$ cat src/rtl/core_dispatcher_pkg.sv
// Shared sizes, bus types and FSM encodings for the core-array dispatcher.
package core_dispatcher_pkg;

  // Core array geometry
  localparam int NUM_OF_CORES  = 4;
  localparam int REG_SIZE      = 8;
  localparam int INSN_SIZE     = 8;
  localparam int INSN_PER_BUS  = 4;
  localparam int INSN_BUS_SIZE = INSN_SIZE * INSN_PER_BUS;
  localparam int REG_BUS_SIZE  = REG_SIZE * NUM_OF_CORES;

  // Bus shapes: one bit per core, packed per-core registers, instruction image
  typedef logic [NUM_OF_CORES-1:0]  cores_t;
  typedef logic [REG_BUS_SIZE-1:0]  reg_bus_t;
  typedef logic [INSN_BUS_SIZE-1:0] insn_bus_t;

  // Dispatcher sequencing states
  typedef enum logic [2:0] {
    DISP_STATE_IDLE  = 3'd0,
    DISP_STATE_LOAD  = 3'd1,
    DISP_STATE_START = 3'd2,
    DISP_STATE_GUARD = 3'd3,
    DISP_STATE_WAIT  = 3'd4,
    DISP_STATE_DONE  = 3'd5
  } disp_state_e;

  // True when every launched core reports Ready; unlaunched cores are ignored
  function automatic logic all_ready(input cores_t ready, input cores_t mask);
    return (ready & mask) == mask;
  endfunction

  // Per-core R0 load strobe: only launched cores with a seed get one
  function automatic cores_t r0_strobe(input cores_t mask, input cores_t r0_en);
    return mask & r0_en;
  endfunction

endpackage

$ cat src/rtl/core_dispatcher_watchdog.sv
// Load/enable/expire counter used for both the post-Start guard window and
// the WAIT-phase watchdog.
module disp_watchdog #(
  parameter int CNT_W = 16
) (
  input  logic             clk,
  input  logic             reset,
  input  logic             load,
  input  logic             en,
  input  logic [CNT_W-1:0] limit,
  output logic             expire
);

  logic [CNT_W-1:0] count;

  // Counter: load restarts from zero, enable advances by one
  always_ff @(posedge clk) begin
    // NOTE: sequential state uses non-blocking assignments so every register
    // samples pre-edge values regardless of block ordering.
    if (reset || load) begin
      count <= '0;
    end else if (en) begin
      count <= count + CNT_W'(1);
    end
  end

  assign expire = (count == limit);

endmodule

$ cat src/rtl/core_dispatcher.sv
// Sequences one task onto the core array: latch, load the shared buses,
// pulse Start, ignore stale Ready during the guard window, wait for the
// launched cores, then pulse done (with timeout_err if the watchdog fired).
import core_dispatcher_pkg::*;

module core_dispatcher #(
  parameter int GUARD_CYCLES = 1,
  parameter int TIMEOUT      = 1024,
  parameter int CNT_W        = 16
) (
  input  logic      clk,
  input  logic      reset,
  input  logic      task_valid,
  output logic      task_ready,
  input  cores_t    task_mask,
  input  cores_t    task_r0_en,
  input  reg_bus_t  task_r0_data,
  input  insn_bus_t task_insn,
  output insn_bus_t insn_data,
  output cores_t    init_R0_flag,
  output reg_bus_t  init_R0_data,
  output cores_t    Start,
  input  cores_t    Ready,
  output logic      busy,
  output logic      done,
  output logic      timeout_err
);

  // Counter compare values; a zero guard or zero timeout never reaches them
  localparam logic [CNT_W-1:0] GUARD_LIM =
    (GUARD_CYCLES > 0) ? CNT_W'(GUARD_CYCLES - 1) : '0;
  localparam logic [CNT_W-1:0] TIMEOUT_LIM =
    (TIMEOUT > 0) ? CNT_W'(TIMEOUT - 1) : '0;
  localparam logic WATCHDOG_ON = (TIMEOUT > 0);

  disp_state_e state;

  // Task captured at transfer; held until the next transfer
  cores_t    mask_q;
  cores_t    r0_en_q;
  reg_bus_t  r0_q;
  insn_bus_t insn_q;

  // Shared counter controls
  logic             wd_load;
  logic             wd_en;
  logic [CNT_W-1:0] wd_limit;
  logic             wd_hit;
  logic             in_guard;
  logic             in_wait;
  logic             cores_done;
  logic             timed_out;

  assign in_guard   = (state == DISP_STATE_GUARD);
  assign in_wait    = (state == DISP_STATE_WAIT);
  assign cores_done = all_ready(Ready, mask_q);
  assign timed_out  = WATCHDOG_ON && in_wait && wd_hit;

  // Counter runs through GUARD and WAIT, restarting on entry to each phase
  always_comb begin
    // NOTE: every signal driven here gets a default first so no path can
    // leave it unassigned and infer a latch.
    wd_en    = 1'b0;
    wd_load  = 1'b1;
    wd_limit = TIMEOUT_LIM;
    if (in_guard) begin
      wd_en    = 1'b1;
      wd_load  = wd_hit;
      wd_limit = GUARD_LIM;
    end else if (in_wait) begin
      wd_en    = 1'b1;
      wd_load  = 1'b0;
    end
  end

  disp_watchdog #(
    .CNT_W (CNT_W)
  ) u_watchdog (
    .clk    (clk),
    .reset  (reset),
    .load   (wd_load),
    .en     (wd_en),
    .limit  (wd_limit),
    .expire (wd_hit)
  );

  // Accept only in IDLE, and never while reset is asserted
  assign task_ready = (state == DISP_STATE_IDLE) && !reset;
  assign busy       = (state != DISP_STATE_IDLE);

  // Dispatcher FSM with registered strobes and bus images
  always_ff @(posedge clk) begin
    if (reset) begin
      state        <= DISP_STATE_IDLE;
      mask_q       <= '0;
      r0_en_q      <= '0;
      r0_q         <= '0;
      insn_q       <= '0;
      insn_data    <= '0;
      init_R0_data <= '0;
      init_R0_flag <= '0;
      Start        <= '0;
      done         <= 1'b0;
      timeout_err  <= 1'b0;
    end else begin
      // Strobes are single-cycle; set only on the transition into their state
      Start        <= '0;
      init_R0_flag <= '0;
      done         <= 1'b0;
      timeout_err  <= 1'b0;

      case (state)
        DISP_STATE_IDLE: begin
          if (task_valid) begin
            mask_q  <= task_mask;
            r0_en_q <= task_r0_en;
            r0_q    <= task_r0_data;
            insn_q  <= task_insn;
            if (task_mask == '0) begin
              // Nothing to launch: complete immediately without touching buses
              state <= DISP_STATE_DONE;
              done  <= 1'b1;
            end else begin
              state <= DISP_STATE_LOAD;
            end
          end
        end

        DISP_STATE_LOAD: begin
          insn_data    <= insn_q;
          init_R0_data <= r0_q;
          Start        <= mask_q;
          init_R0_flag <= r0_strobe(mask_q, r0_en_q);
          state        <= DISP_STATE_START;
        end

        DISP_STATE_START: begin
          state <= (GUARD_CYCLES > 0) ? DISP_STATE_GUARD : DISP_STATE_WAIT;
        end

        DISP_STATE_GUARD: begin
          // Ready is still stale from the previous run here
          if (wd_hit) begin
            state <= DISP_STATE_WAIT;
          end
        end

        DISP_STATE_WAIT: begin
          if (cores_done) begin
            state <= DISP_STATE_DONE;
            done  <= 1'b1;
          end else if (timed_out) begin
            state       <= DISP_STATE_DONE;
            done        <= 1'b1;
            timeout_err <= 1'b1;
          end
        end

        DISP_STATE_DONE: begin
          state <= DISP_STATE_IDLE;
        end

        default: begin
          state <= DISP_STATE_IDLE;
        end
      endcase
    end
  end

endmodule

$ cat config.mk
export PLATFORM = sky130hd
export DESIGN_NAME = core_dispatcher
export DESIGN_NICKNAME = d
export VERILOG_FILES = /design/src/rtl/core_dispatcher_pkg.sv /design/src/rtl/core_dispatcher_watchdog.sv /design/src/rtl/core_dispatcher.sv
export SDC_FILE = /design/constraint.sdc
export NUM_CORES = 1
export LEC_CHECK = 0
export CAP_MARGIN = 20
export CORE_UTILIZATION = 49
export CTS_CLUSTER_SIZE = 10
export DETAILED_ROUTE_END_ITERATION = 10
export GPL_ROUTABILITY_DRIVEN = 0
export PLACE_DENSITY = 0.82
export SYNTH_ARGS = -nofsm -noshare
export SYNTH_HDL_FRONTEND = slang
export SYNTH_HIERARCHICAL = 1
export SYNTH_SLANG_ARGS = --single-unit
$ cat constraint.sdc
create_clock -name clk -period 3.9 [get_ports clk]
set_input_delay 0.78 -clock clk [delete_from_list [all_inputs] [get_ports clk]]
set_output_delay 0.78 -clock clk [all_outputs]
set_load 0.01 [all_outputs]
==> impl_summary.md <==
Clock network
The maximum level of the CTS H-tree is 4. In this run the clock root is driven by a sky130_fd_sc_hd__clkbuf_16. The clock slew seen by the registers of the worst setup and hold paths is 0.06 ns. TritonCTS built the clock tree. The hold buffer count at cts is 0. In this run, post-CTS repair resized a total of 0 instances. Buffers inserted during clock tree synthesis total 17.

The number of clock sinks is 165. The post-CTS setup buffer count is 0. The later-pin clock latency in the skew report is 0.42 ns. The maximum buffer depth of the clock tree is 2.

Routing
For this run, design rule violations remaining after detail routing come to 0. The count of antenna-violating nets left after detailed routing is 0. The total number of vias is 5377. The total wire length is 14.6 mm. For this run, the detailed router's first-pass iteration total came to 4. The via density per instance is 5.04. The detailed router finished its first iteration with 373 violations. After detailed routing, the average wire length per cell comes to 13.7 microns.

Finish
0 antenna diodes ended up in the layout. Once layout is done, the placed cells without fillers occupy 0.00831 sq mm. The area added between synthesis and finish is 33.9%. The net count of the finished layout is 966.

The count of filler cells inserted in the layout is 1012. Of the cells placed in the final design, the portion with a size suffix greater than 1 is 5.90%.

Logic synthesis
The number of enable flip-flop cells after synthesis is 0. The cell area after technology mapping is 0.00621 sq mm. The average instance in the mapped netlist occupies 8.22 sq um. For this run, the number of Yosys warnings is 6. For this run, the register share of the synthesized area comes to 53.2%. The netlist uses 43 different library cells. After synthesis the netlist holds a flip-flop and latch count of 165. For this run, the leading register cell type out of synthesis is sky130_fd_sc_hd__dfxtp_1.

Counting flops with an async set or reset pin after synthesis yields a share of 0%. The post-synthesis instance total is 755.

GRT
The total routing resource utilization after global routing is 22.5%. The number of antenna violations at the first check in global routing came to 0. The global route total overflow is 0. The wire length of the first global-routing pass is 23.1 mm.

The via count of the first global-routing pass is 4897. The pin count of the biggest net entering global routing is 84.

Die
The total I/O pin count is 155. The die boundary width is 115 microns. The site row count is 40.

Once the floorplan was initialized, standard cells occupied 51.0% of the core. The floorplan step set the die height to 115 microns. The full die area is 0.0131 sq mm. The placeable core region is 0.0122 sq mm.

Timing
The count of final max-slew check failures is 0. Setup violations remaining at the end of the flow were counted as 0. The transition time at the pin with the least slew margin is 0.836 ns.

Setup repair after global routing left no endpoint under its margin. For the final routed database, the setup TNS stands at 0 ns. The final clock skew is 0.00563 ns.

Headroom to the max-slew limit came out at 44.3%. The final critical path takes up 83.9% of the cycle. The maximum frequency from static timing analysis is 0.305 GHz. The total count of hold-check failures in the final report came to 0. The routed design could run at a clock period as short as 3.27 ns.

Critical path
The critical path required time is 4.21 ns. The peak per-stage delay on the critical path is 0.56 ns. The critical path's top delay family is simple AND/OR/NAND/NOR gates. The worst reg2reg path startpoint is state[0]. Among all stages on the critical path, the largest delay is contributed by sky130_fd_sc_hd__dfxtp_1. The path depth of the worst reg2reg path is 11.

The worst setup path is launched from a flop. The endpoint kind of the worst setup timing path is a flop. The destination of the worst register-to-register timing path is u_watchdog/count[14]. The worst endpoint data arrival time is 3.59 ns. Traced cell by cell, the critical path runs through nor2b_1 > nand2_1 > xnor2_1 > nand4_1 > nor4_1 > inv_1 > and3_1 > a21oi_1 > or2_2 > nor2_1 > a31o_2. The sum of buffers and inverters on the critical path is 1. The worst setup path is of the reg -> reg kind.

The largest fanout on the critical path is 17. The register-to-register setup slack is 0.63 ns.

Hold path
The start point of the worst hold path is r0_q[27]. The path with the worst hold slack has its endpoint at init_R0_data[27]. The cell depth of the worst hold path is 2. The type of the worst min-delay path is reg -> reg.

Pwr
Power spread over the standard cell area amounts to 577 mW/mm^2. For this design the static power due to leakage is 2.87 nW. The worst-case vdd ir drop is 329 uV.

Run
Max-cap violations in this run came to 0.

Place
Once placement finished, the instance area stood at 0.00771 sq mm. Input and output buffers added on the ports amount to 154. The total half-perimeter wirelength after legalization and detailed placement is 9.20 mm.

Run status
The flow ran to the end, and the final reports show no timing, DRC or antenna violations.
-- Yosys cell counts, types with 2 or more instances --
cell                        instances  area (sq um)
sky130_fd_sc_hd__nand2_1          282          1060
sky130_fd_sc_hd__dfxtp_1          165          3300
sky130_fd_sc_hd__a21oi_1          139           696
sky130_fd_sc_hd__xnor2_1           24           210
sky130_fd_sc_hd__clkbuf_1          21          78.8
sky130_fd_sc_hd__nor2_1            20          75.1
sky130_fd_sc_hd__buf_6             14           158
sky130_fd_sc_hd__nand4_1            9          56.3
sky130_fd_sc_hd__buf_4              8          60.1
sky130_fd_sc_hd__buf_2              7          35.0
sky130_fd_sc_hd__nor4_1             7          43.8
sky130_fd_sc_hd__and3_1             5          31.3
sky130_fd_sc_hd__and2_1             4          25.0
sky130_fd_sc_hd__buf_1              4          15.0
sky130_fd_sc_hd__nand2b_1           4          25.0
sky130_fd_sc_hd__nor3_1             4          20.0
sky130_fd_sc_hd__o21ai_0            4          20.0
sky130_fd_sc_hd__xor2_1             4          35.0
sky130_fd_sc_hd__inv_1              3          11.3
sky130_fd_sc_hd__nand4_4            2          42.5
sky130_fd_sc_hd__o2bb2ai_1          2          17.5
sky130_fd_sc_hd__or3_2              2          15.0
-- power breakdown --
part / total (mW) / internal (mW) / switching [mW] / leakage (nW)
combinational: 1.11 / 0.417 / 0.692 / 1.23
clock: 1.69 / 1.01 / 0.681 / 0.294
sequential: 2.00 / 1.88 / 0.118 / 1.34
-- tightest hold or removal path, stage by stage, from the launching register on --
cell	delay [ns]
sky130_fd_sc_hd__dfxtp_1	0.31
sky130_fd_sc_hd__nand2_1	0.05
sky130_fd_sc_hd__a21oi_1	0.05
-- metal layers --
metal	routed length (microns)	vias to the layer above	GRT usage [%]	part of all wire [%]
li1	-	2711	-	-
met1	6600	2497	28.1	45
met2	7010	151	37.7	48
met3	746	18	5.24	5.1
met4	209	0	8.40	1.4
met5	0	-	0	0
-- flip-flops by register name, indices dropped and copies added, names as in the netlist, 3 cells and up --
| name | count |
|---|---|
| r0_en_q | 4 |
| insn_data | 32 |
| Start | 4 |
| mask_q | 4 |
| init_R0_data | 32 |
| insn_q | 32 |
| r0_q | 32 |
| state | 3 |
| init_R0_flag | 4 |
| u_watchdog/count | 16 |
-- through the flow --
stage	power [mW]	worst slack (ns)	hold WS [ns]	instances	utilization, %
finish	4.80	0.626	0.447	1067	68.4
global route	5.04	0.335	0.461	1067	68.4
CTS	4.83	0.623	0.449	1067	68.4
detailed placement	3.14	0.680	0.442	1035	63.4
global placement	3.12	0.776	0.437	1035	63.4
floorplan	2.83	0.978	0.432	760	-
-- cell type report --
type	count	area, sq um	share of cell area [%]
tap	168	210	2.53
clock buffer	17	425	5.12
timing repair buffer	162	1610	19.4
inverter	3	11.3	0.135
multi-input combinational	537	2570	31.0
clock inverter	15	178	2.14
sequential	165	3300	39.7
-- placed cells by master (no fill, tap or decap), types with 4 or more instances in the layout --
master                              n
sky130_fd_sc_hd__a21oi_1          139
sky130_fd_sc_hd__and2_1             4
sky130_fd_sc_hd__and3_1             5
sky130_fd_sc_hd__buf_4              8
sky130_fd_sc_hd__clkbuf_16         17
sky130_fd_sc_hd__clkdlybuf4s50_1  153
sky130_fd_sc_hd__clkinv_2           4
sky130_fd_sc_hd__conb_1             6
sky130_fd_sc_hd__dfxtp_1          165
sky130_fd_sc_hd__inv_6              4
sky130_fd_sc_hd__nand2_1          282
sky130_fd_sc_hd__nand2b_1           4
sky130_fd_sc_hd__nand4_1            9
sky130_fd_sc_hd__nor2_1            20
sky130_fd_sc_hd__nor3_1             4
sky130_fd_sc_hd__nor4_1             7
sky130_fd_sc_hd__o21ai_0            4
sky130_fd_sc_hd__xnor2_1           24
sky130_fd_sc_hd__xor2_1             4
-- how the worst max path moves through the flow --
stage,from,slack [ns],endpoint,cells past startpoint
5_1_grt,state[0],0.33,u_watchdog/count[14],11
2_1_floorplan,state[0],0.98,u_watchdog/count[0],13
6_report,state[0],0.63,u_watchdog/count[14],11
3_3_place_gp,state[0],0.78,u_watchdog/count[14],11
3_5_place_dp,state[0],0.68,u_watchdog/count[14],11
4_1_cts,state[0],0.62,u_watchdog/count[14],11
-- kinds of logic after synthesis --
group	after synthesis	share of synthesized area [%]
flops	165	53.2
simple gates	350	23.9
mux	1	0.161
buf+inv	58	5.84
xor+xnor	28	3.95
fa+ha+maj	1	0.201
compound gates	151	12.7
other cells	1	0.0604
(Power assumes the default switching activity.)
